$ cat config.mk
export PLATFORM = sky130hd
export DESIGN_NAME = pipeline_ctrl_flat
export DESIGN_NICKNAME = d
export VERILOG_FILES = /design/src/rtl/pipeline_ctrl_if.sv /design/src/rtl/pipeline_ctrl.sv /design/src/flat_wrapper.sv
export SDC_FILE = /design/constraint.sdc
export NUM_CORES = 1
export LEC_CHECK = 0
export CAP_MARGIN = 30
export CORE_ASPECT_RATIO = 0.6
export CORE_MARGIN = 1.5
export CORE_UTILIZATION = 28
export DETAILED_ROUTE_END_ITERATION = 10
export GPL_TIMING_DRIVEN = 0
export PLACE_DENSITY = 0.58
export SLEW_MARGIN = 20
export SYNTH_ARGS = -nofsm -noshare
export SYNTH_HDL_FRONTEND = slang
export SYNTH_SLANG_ARGS = --single-unit
export TNS_END_PERCENT = 10
$ cat constraint.sdc
create_clock -name clk -period 2.38 [get_ports clk]
set_input_delay 0.476 -clock clk [delete_from_list [all_inputs] [get_ports clk]]
set_output_delay 0.476 -clock clk [all_outputs]
set_load 0.1 [all_outputs]
$ cat src/rtl/pipeline_ctrl_if.sv
// Hazard/event inputs and pipeline control outputs exchanged between the
// pipeline controller (master) and the datapath stages (slave).
interface pipeline_ctrl_if #(
    parameter int CNT_WIDTH = 16
);
    logic                 load_use;
    logic                 bch_taken;
    logic                 dmem_busy;
    logic                 halt_req;
    logic                 resume;
    logic                 pc_en;
    logic                 stall_en;
    logic                 jmp_bch_en;
    logic                 ifid_en;
    logic                 ifid_flush;
    logic                 idex_flush;
    logic                 pipe_en;
    logic                 halted;
    logic [CNT_WIDTH-1:0] stall_cnt;

    modport master (
        input  load_use, bch_taken, dmem_busy, halt_req, resume,
        output pc_en, stall_en, jmp_bch_en, ifid_en, ifid_flush, idex_flush,
               pipe_en, halted, stall_cnt
    );

    modport slave (
        output load_use, bch_taken, dmem_busy, halt_req, resume,
        input  pc_en, stall_en, jmp_bch_en, ifid_en, ifid_flush, idex_flush,
               pipe_en, halted, stall_cnt
    );
endinterface

$ cat src/rtl/pipeline_ctrl.sv
// Five-stage pipeline controller: boot hold, hazard stall/flush sequencing,
// debug halt/resume and a saturating stall-cycle counter.
//
// state | meaning
// BOOT  | PC held for BOOT_HOLD cycles after reset release
// RUN   | normal execution, hazards resolved by priority
// HALT  | core halted until resume
module pipeline_ctrl #(
    parameter int BOOT_HOLD = 2,
    parameter int CNT_WIDTH = 16
) (
    input  logic             clk,
    input  logic             rst_n,
    pipeline_ctrl_if.master  pif
);
    typedef enum logic [1:0] {
        BOOT = 2'd0,
        RUN  = 2'd1,
        HALT = 2'd2
    } state_t;

    localparam logic [3:0] HOLD_INIT = 4'(BOOT_HOLD - 1);

    state_t               state_q, state_d;
    logic [3:0]           hold_q, hold_d;
    logic                 block_q, block_d;
    logic [CNT_WIDTH-1:0] cnt_q, cnt_d;

    logic pc_en, stall_en, jmp_bch_en, ifid_en, ifid_flush, idex_flush;
    logic pipe_en, halted;

    always_ff @(posedge clk or negedge rst_n) begin
        if (!rst_n) begin
            state_q <= BOOT;
            hold_q  <= HOLD_INIT;
            block_q <= 1'b0;
            cnt_q   <= '0;
        end else begin
            state_q <= state_d;
            hold_q  <= hold_d;
            block_q <= block_d;
            cnt_q   <= cnt_d;
        end
    end

    always_comb begin
        state_d    = state_q;
        hold_d     = hold_q;
        block_d    = 1'b0;
        cnt_d      = cnt_q;
        pc_en      = 1'b0;
        stall_en   = 1'b0;
        jmp_bch_en = 1'b0;
        ifid_en    = 1'b0;
        ifid_flush = 1'b0;
        idex_flush = 1'b0;
        pipe_en    = 1'b0;
        halted     = 1'b0;

        unique case (state_q)
            BOOT: begin
                stall_en = 1'b1;
                if (hold_q == 4'd0) begin
                    state_d = RUN;
                end else begin
                    hold_d = hold_q - 4'd1;
                end
            end
            RUN: begin
                if (pif.dmem_busy) begin
                    // everything frozen; lower-priority events wait
                end else if (pif.halt_req) begin
                    stall_en = 1'b1;
                    state_d  = HALT;
                end else if (pif.bch_taken) begin
                    pc_en      = 1'b1;
                    ifid_en    = 1'b1;
                    pipe_en    = 1'b1;
                    jmp_bch_en = 1'b1;
                    ifid_flush = 1'b1;
                    idex_flush = 1'b1;
                end else if (pif.load_use && !block_q) begin
                    idex_flush = 1'b1;
                    pipe_en    = 1'b1;
                    block_d    = 1'b1;
                end else begin
                    pc_en   = 1'b1;
                    ifid_en = 1'b1;
                    pipe_en = 1'b1;
                end
                if (!pc_en && (cnt_q != '1)) begin
                    cnt_d = cnt_q + 1'b1;
                end
            end
            HALT: begin
                stall_en = 1'b1;
                halted   = 1'b1;
                if (pif.resume) begin
                    state_d = RUN;
                end
            end
            default: begin
                state_d = BOOT;
                hold_d  = HOLD_INIT;
            end
        endcase
    end

    assign pif.pc_en      = pc_en;
    assign pif.stall_en   = stall_en;
    assign pif.jmp_bch_en = jmp_bch_en;
    assign pif.ifid_en    = ifid_en;
    assign pif.ifid_flush = ifid_flush;
    assign pif.idex_flush = idex_flush;
    assign pif.pipe_en    = pipe_en;
    assign pif.halted     = halted;
    assign pif.stall_cnt  = cnt_q;
endmodule

$ cat src/flat_wrapper.sv
// flat-port wrapper written by rule: the top's interface ports become plain ports
module pipeline_ctrl_flat 
#(
    parameter int BOOT_HOLD = 2,
    parameter int CNT_WIDTH = 16
)
  (clk, rst_n, pif_load_use, pif_bch_taken, pif_dmem_busy, pif_halt_req, pif_resume, pif_pc_en, pif_stall_en, pif_jmp_bch_en, pif_ifid_en, pif_ifid_flush, pif_idex_flush, pif_pipe_en, pif_halted, pif_stall_cnt);
  pipeline_ctrl_if #(.CNT_WIDTH(CNT_WIDTH)) pif_i ();
  input  logic clk;
  input  logic rst_n;
  input wire logic [$bits(pif_i.load_use)-1:0] pif_load_use;
  input wire logic [$bits(pif_i.bch_taken)-1:0] pif_bch_taken;
  input wire logic [$bits(pif_i.dmem_busy)-1:0] pif_dmem_busy;
  input wire logic [$bits(pif_i.halt_req)-1:0] pif_halt_req;
  input wire logic [$bits(pif_i.resume)-1:0] pif_resume;
  output wire logic [$bits(pif_i.pc_en)-1:0] pif_pc_en;
  output wire logic [$bits(pif_i.stall_en)-1:0] pif_stall_en;
  output wire logic [$bits(pif_i.jmp_bch_en)-1:0] pif_jmp_bch_en;
  output wire logic [$bits(pif_i.ifid_en)-1:0] pif_ifid_en;
  output wire logic [$bits(pif_i.ifid_flush)-1:0] pif_ifid_flush;
  output wire logic [$bits(pif_i.idex_flush)-1:0] pif_idex_flush;
  output wire logic [$bits(pif_i.pipe_en)-1:0] pif_pipe_en;
  output wire logic [$bits(pif_i.halted)-1:0] pif_halted;
  output wire logic [$bits(pif_i.stall_cnt)-1:0] pif_stall_cnt;
  assign pif_i.load_use = pif_load_use;
  assign pif_i.bch_taken = pif_bch_taken;
  assign pif_i.dmem_busy = pif_dmem_busy;
  assign pif_i.halt_req = pif_halt_req;
  assign pif_i.resume = pif_resume;
  assign pif_pc_en = pif_i.pc_en;
  assign pif_stall_en = pif_i.stall_en;
  assign pif_jmp_bch_en = pif_i.jmp_bch_en;
  assign pif_ifid_en = pif_i.ifid_en;
  assign pif_ifid_flush = pif_i.ifid_flush;
  assign pif_idex_flush = pif_i.idex_flush;
  assign pif_pipe_en = pif_i.pipe_en;
  assign pif_halted = pif_i.halted;
  assign pif_stall_cnt = pif_i.stall_cnt;
  pipeline_ctrl #(.BOOT_HOLD(BOOT_HOLD), .CNT_WIDTH(CNT_WIDTH)) u_core (.clk(clk), .rst_n(rst_n), .pif(pif_i));
endmodule
==> results.json <==
{
  "power_leakage_nw": 0.883,
  "grt_pass1_vias": 1123,
  "cts_buffer_depth": 2,
  "rows": 19,
  "rsz0062_at_grt": "true",
  "postLayoutCellArea_um2": 1900,
  "io_buffers": 30,
  "synth_area_leader_cell": "dfrtp_1",
  "cap_violations": 0,
  "numCtsBuffers": 3,
  "maxSlewViolCount": 0,
  "drt_first_iter_violations": 62,
  "syn_nets": 146,
  "synth_top_flop_cell": "dfrtp_1",
  "status": "finished clean",
  "critPathKind": "reg -> out",
  "diodes": 0,
  "fillCellCount": 451,
  "crit_arrival_ps": 1850,
  "reg2reg_depth": 5,
  "relSlewSlack": 0.344,
  "period_needed_ps": 2330,
  "firstDrtPassIters": 4,
  "area_growth_pct": 40.5,
  "netlist_instances": 132,
  "crit_fanout": 5,
  "start_util": 0.294,
  "drt-met1-wl_um": 1610,
  "hold_depth": 1,
  "synth_area_leaders": "dfrtp_1 (41%), ha_1 (6.5%), xnor2_1 (5.2%)",
  "drc": 0,
  "wirelength_um": 3200,
  "multi_input_area_um2": 759,
  "cts_sinks": 23,
  "regArea_um2": 578,
  "dp_slack_ps": -933,
  "routedWlPerCell_um": 13.8,
  "power_density_nw_per_um2": 1370,
  "r2r-end": "u_core.pif.stall_cnt[1]",
  "die_w_um": 92.8,
  "min_path_type": "reg -> reg",
  "ys_seq_area_frac": 0.426,
  "critPathLaunchType": "register",
  "ant_nets": 0,
  "hpwl_um": 2430,
  "cp.required_ps": 1900,
  "rrSetupSlack_ps": 410,
  "tightest_slew_ps": 983,
  "grt_overflow_total": 0,
  "dpl_cell_area_um2": 1820,
  "syn_area_um2": 1350,
  "synth_edf_count": 0,
  "num_vias": 1129,
  "cts-root-buf": "clkbuf_8",
  "core_region_area_um2": 4610,
  "grt_pass1_wl_um": 5490,
  "peakVddDrop_v": 0.00108,
  "clk-insertion-delay-late_ps": 270,
  "route.met3.wl_um": 187,
  "end_kind": "output pin",
  "synth.avg_cell_area_um2": 10.3,
  "num-nets-final": 184,
  "grt_max_degree": 15,
  "fin_crit_sh": 0.979,
  "wl_met2_um": 1410,
  "cts_htree_levels": 1,
  "gp_congestion": 0.810,
  "min-delay-start": "u_core.pif.stall_cnt[14]",
  "die-area_um2": 5270,
  "hold-path-endpoint": "u_core.pif.stall_cnt[14]",
  "die_y_um": 56.9,
  "synth.distinct_cells": 43,
  "final_hold_viol_count": 0,
  "grt_usage": 0.133,
  "finClkSkew_ps": 6.75,
  "drive_gt1_frac": 0.219,
  "yosys_warnings": 0,
  "tritoncts": "done",
  "timing.rr.start": "u_core.pif.stall_cnt[0]",
  "top_layer": "met3",
  "vias_per_cell": 4.87,
  "synth_top_area_frac": 0.407,
  "antenna_found_initial": 0,
  "ys_ff_latch": 23,
  "worst_slack_ps": 51.0,
  "fmax_mhz": 429,
  "async_flop_share": 1.00,
  "ios": 31,
  "clk_pin_slew_ps": 80,
  "setup_viol": 0
}
## critical path, cell delays in order, from the launching register on
cell and delay [ps]:
dfrtp_1 410, inv_2 90, ha_4 170, inv_4 40
or3_4 360, clkinvlp_4 90, buf_2 420
## sequential cells by signal, indices dropped and copies added (netlist names)
| name | count |
|---|---|
| u_core.block_q | 1 |
| u_core.hold_q | 4 |
| u_core.pif.stall_cnt | 16 |
| u_core.state_q | 2 |
## cell type report
class	count	share of cell area
clock buffers	4	0.0237
well taps	63	0.0414
repair buffers	33	0.186
inverters	10	0.0230
flip-flops and latches	23	0.304
plain buffers	3	0.0230
multi-input cells	96	0.399
## stage by stage
| step | setup TNS [ps] | cells | util | total power, mW | hold slack, ps |
|---|---|---|---|---|---|
| 2_1_floorplan | -426 | 132 | - | 2.00 | 180 |
| 3_5_place_dp | -5530 | 226 | 0.394 | 2.38 | 513 |
| 4_1_cts | 0 | 230 | 0.404 | 2.60 | 528 |
| 6_report | 0 | 232 | 0.412 | 2.61 | 521 |
| 5_1_grt | -27.4 | 232 | 0.412 | 2.78 | 559 |
| 3_3_place_gp | -5380 | 225 | 0.390 | 2.35 | 511 |
## cells by family (layout without fill, tap and decap cells)
logic type,after synthesis,in the layout,share of synthesized area
buffers and inverters,13,50,0.0416
multiplexers,1,1,0.0111
adder cells (fa/ha/maj),7,7,0.0647
flip-flops,23,23,0.426
AND/OR/NAND/NOR,56,56,0.266
AO/OA/AOI/OAI,18,18,0.0998
XOR/XNOR,14,14,0.0906
## cells in the final DEF (no fill, tap or decap), types with 4 or more instances in the layout
cell type and count:
buf_12 4, clkdlybuf4s50_1 8, dfrtp_1 21, dlygate4sd2_1 7, dlymetal6s2s_1 7, ha_1 5, inv_1 7, nand2_1 7
nand3_1 6, nand4_1 5, nor2_1 6, nor3_1 4, xnor2_1 8, xor2_1 6
## power by group
part | internal [mW] | total, mW | switching [mW]
Clock | 0.120 | 0.244 | 0.125
Combinational | 0.475 | 1.67 | 1.19
Sequential | 0.523 | 0.696 | 0.173
## timing repair
item / CTS / global route
gates resized for setup: 55 / 10
pin swaps: 0 / 1
hold buffers: 0 / 0
endpoints found under the setup margin: 15 / 11
buffers inserted: 0 / 2
## layer usage
layer  vias to the layer above  GRT usage
li1                        550          -
met1                       550      0.184
met2                        29      0.208
met3                         0     0.0474
met4                         0     0.0130
met5                         -          0
## Yosys cell counts, types with 2 or more instances
library cell and number:
a21o_1 3, a21oi_1 2, a22o_1 2, a31oi_1 2, and2_1 2, and4_1 2
buf_4 2, dfrtp_1 22, ha_1 7, inv_1 10, nand2_1 7, nand2b_1 2
nand3_1 6, nand4_1 5, nand4b_1 3, nor2_1 7, nor3_1 4, nor3b_1 2
o21ai_0 3, or3_1 4, xnor2_1 8, xor2_1 6
## worst max path at each step
stage	depth (start not counted)	slack (ps)	end	startpoint
2_1_floorplan	7	-170	pif_jmp_bch_en	u_core.state_q[1]
3_3_place_gp	6	-910	pif_pc_en	pif_dmem_busy
3_5_place_dp	6	-930	pif_pc_en	pif_dmem_busy
4_1_cts	1	10	pif_stall_cnt[12]	u_core.pif.stall_cnt[12]
5_1_grt	8	-10	pif_jmp_bch_en	u_core.state_q[1]
6_report	6	50	pif_pipe_en	u_core.state_q[1]
Power figures use the tool's default switching activity.
==> RTL edit (config.mk and constraints unchanged) <==
`CNT_WIDTH` is set to 16 in 3 places; all go to 18.
--- a/src/rtl/pipeline_ctrl_if.sv
+++ b/src/rtl/pipeline_ctrl_if.sv
@@ -1,7 +1,7 @@
 // Hazard/event inputs and pipeline control outputs exchanged between the
 // pipeline controller (master) and the datapath stages (slave).
 interface pipeline_ctrl_if #(
-    parameter int CNT_WIDTH = 16
+    parameter int CNT_WIDTH = 18
 );
     logic                 load_use;
     logic                 bch_taken;
--- a/src/rtl/pipeline_ctrl.sv
+++ b/src/rtl/pipeline_ctrl.sv
@@ -7,7 +7,7 @@
 // HALT  | core halted until resume
 module pipeline_ctrl #(
     parameter int BOOT_HOLD = 2,
-    parameter int CNT_WIDTH = 16
+    parameter int CNT_WIDTH = 18
 ) (
     input  logic             clk,
     input  logic             rst_n,
--- a/src/flat_wrapper.sv
+++ b/src/flat_wrapper.sv
@@ -2,7 +2,7 @@
 module pipeline_ctrl_flat 
 #(
     parameter int BOOT_HOLD = 2,
-    parameter int CNT_WIDTH = 16
+    parameter int CNT_WIDTH = 18
 )
   (clk, rst_n, pif_load_use, pif_bch_taken, pif_dmem_busy, pif_halt_req, pif_resume, pif_pc_en, pif_stall_en, pif_jmp_bch_en, pif_ifid_en, pif_ifid_flush, pif_idex_flush, pif_pipe_en, pif_halted, pif_stall_cnt);
   pipeline_ctrl_if #(.CNT_WIDTH(CNT_WIDTH)) pif_i ();
Interface: changed (resized pif_stall_cnt); port bits go from 31 to 33. No check against the original RTL was run, so the function may have changed too.
==> RTL edit against the original RTL <==
  * Final area grew 1.1%
  * Non-clock buffer count shrank 2
  * Worst setup slack lost 0.017 ns
  * Total power shrank 13%
  * Cell count shrank 0.43%
  * First-iteration DRC count shrank 40%
  * Synthesized cell count is the same
  * Fmax shrank 0.71%
  * Wire length shrank 7.3%
  * Sequential share of layout area grew 2.2 points
  * Sequential cell count grew 2
  * Area after synthesis grew 3.1%
  * Critical path type is now in -> out
  * Largest cell class unchanged
  * Largest power group unchanged
==> RTL edit: results (changes against the original RTL) <==
stage	metric	value	unit	change
finish	Largest register FFs	18		+2
clock_network	root buffer cell	clkbuf_8		
critical_path	reg2reg start	u_core.pif.stall_cnt[0]		
clock_network	post-CTS setup buffers	0		unchanged
placement	Port Buf Inserts	32		+6.7%
yosys	syn_nets	146		unchanged
placement	Placer Congestion	0.808		-0.27%
clock_network	TritonCTS Buffers	3		unchanged
yosys	yosys warns	0		unchanged
critical_path	Worst Path Arrival	1.87	ns	+0.02 ns
routing	Vias	1087		-3.7%
worst_hold_path	HP Class	in -> async		
placement	Post-DP HPWL	2280	um	-6.3%
yosys	synth cell count leaders	dfrtp_1 (24), inv_1 (9), nand2_1 (8), xnor2_1 (8)		
finish	filler instances	448		-0.67%
routing	Vias per Instance	4.71		-3.3%
job	Max Cap Violations	0		unchanged
yosys	asr flop ratio synth	100	%	unchanged
global_route	GR Util All Layers	12.2	%	-1.2 points
yosys	Cell variety after synth	40		-7.0%
finish	share of layout cells above drive strength 1	24.4	%	+2.5 points
power_and_ir_drop	maximum VDD drop	0.000865	V	-20%
clock_network	post-CTS sizing	36		-35%
global_route	first-pass GRT wire length	5110	um	-7.0%
timing	worst-margin pin slew	0.989	ns	+0.00585 ns
global_route	largest net degree at the start of global routing	26		+11
critical_path	worst stage delay on the critical path	0.59	ns	+0.17 ns
run_status	status	complete, no violations		
yosys	register area share after synthesis	44.9	%	+2.3 points
critical_path	Worst Path Max Fanout	5		unchanged
routing	Routed WL	2970	um	-7.3%
placement	Setup WS pre-CTS	-0.802	ns	+0.131 ns
critical_path	reg2reg setup slack	0.46	ns	+0.05 ns
finish	final net count	183		-0.54%
critical_path	R2R depth	5		unchanged
power_and_ir_drop	standby leakage power	0.940	nW	+6.5%
timing	Fin Hold WS	0.180	ns	-0.341 ns
timing	Max Clock Skew	0.00874	ns	+0.00199 ns
routing	DRT iter0 DRCs	37		-40%
yosys	Avg Inst Size Synth	10.6	sq um	+3.1%
yosys	largest cells by area after synthesis	dfrtp_1 (43%), ha_1 (6.3%), xnor2_1 (5.0%), xor2_1 (3.8%), nor3_2 (2.9%)		
critical_path	Crit-path slowest cell	clkdlybuf4s15_2		
## RTL edit: cell types whose count changed after synthesis, moves of 3 or more
cell and delta:
nand4b_1 -3, nor3_2 +4, or3_1 -3, and4_4 +3, nor3_1 -4
## RTL edit: metrics by stage
step / power, mW / area [sq um]
3_3_place_gp: 1.99 / 1860
6_report: 2.26 / 1920
3_5_place_dp: 2.03 / 1860
5_1_grt: 2.40 / 1920
2_1_floorplan: 1.72 / 1460
4_1_cts: 2.28 / 1910
## RTL edit: cell families (layout without fill, tap and decap cells)
| group | after synthesis | count (layout) | share of synthesized area (%) |
|---|---|---|---|
| AO/OA/AOI/OAI | 20 | 20 | 10.8 |
| adder cells (fa/ha/maj) | 7 | 7 | 6.27 |
| buffers and inverters | 11 | 47 | 3.49 |
| multiplexers | 1 | 1 | 0.806 |
| XOR/XNOR | 14 | 14 | 8.78 |
| AND/OR/NAND/NOR | 54 | 54 | 24.9 |
| flip-flops | 25 | 25 | 44.9 |
## RTL edit: final cells by class
class / count / area [sq um] / area share, %
Clock inverter: 1 / 7.51 / 0.390
Inverter: 9 / 33.8 / 1.76
Clock buffer: 3 / 41.3 / 2.15
Buffer: 2 / 40.0 / 2.08
Multi-Input combinational cell: 96 / 767 / 39.9
Sequential cell: 25 / 627 / 32.6
Timing Repair Buffer: 32 / 328 / 17.0
Tap cell: 63 / 78.8 / 4.10
## RTL edit: how the worst max path moves through the flow
stage	start	to	slack (ns)	cells past startpoint
CTS	pif_halt_req	pif_ifid_en	-0.15	4
global route	pif_halt_req	pif_pipe_en	0.003	3
floorplan	u_core.state_q[1]	pif_pc_en	-0.38	5
detailed placement	pif_halt_req	pif_jmp_bch_en	-0.80	5
finish	pif_dmem_busy	pif_pipe_en	0.03	3
global placement	pif_dmem_busy	pif_pc_en	-0.78	5
## RTL edit: routing by layer
metal,GRT usage [%],vias to the layer above,share of wire [%]
met5,0,-,0
met4,3.41,0,0.30
li1,-,533,-
met2,19.0,30,48
met3,4.07,2,5.9
met1,16.2,522,46
## RTL edit: where the power goes
| group | total [mW] | internal (mW) | leakage (nW) | switching [mW] |
|---|---|---|---|---|
| combinational | 1.36 | 0.391 | 0.594 | 0.967 |
| clock | 0.261 | 0.119 | 0.0217 | 0.142 |
| sequential | 0.644 | 0.530 | 0.325 | 0.114 |
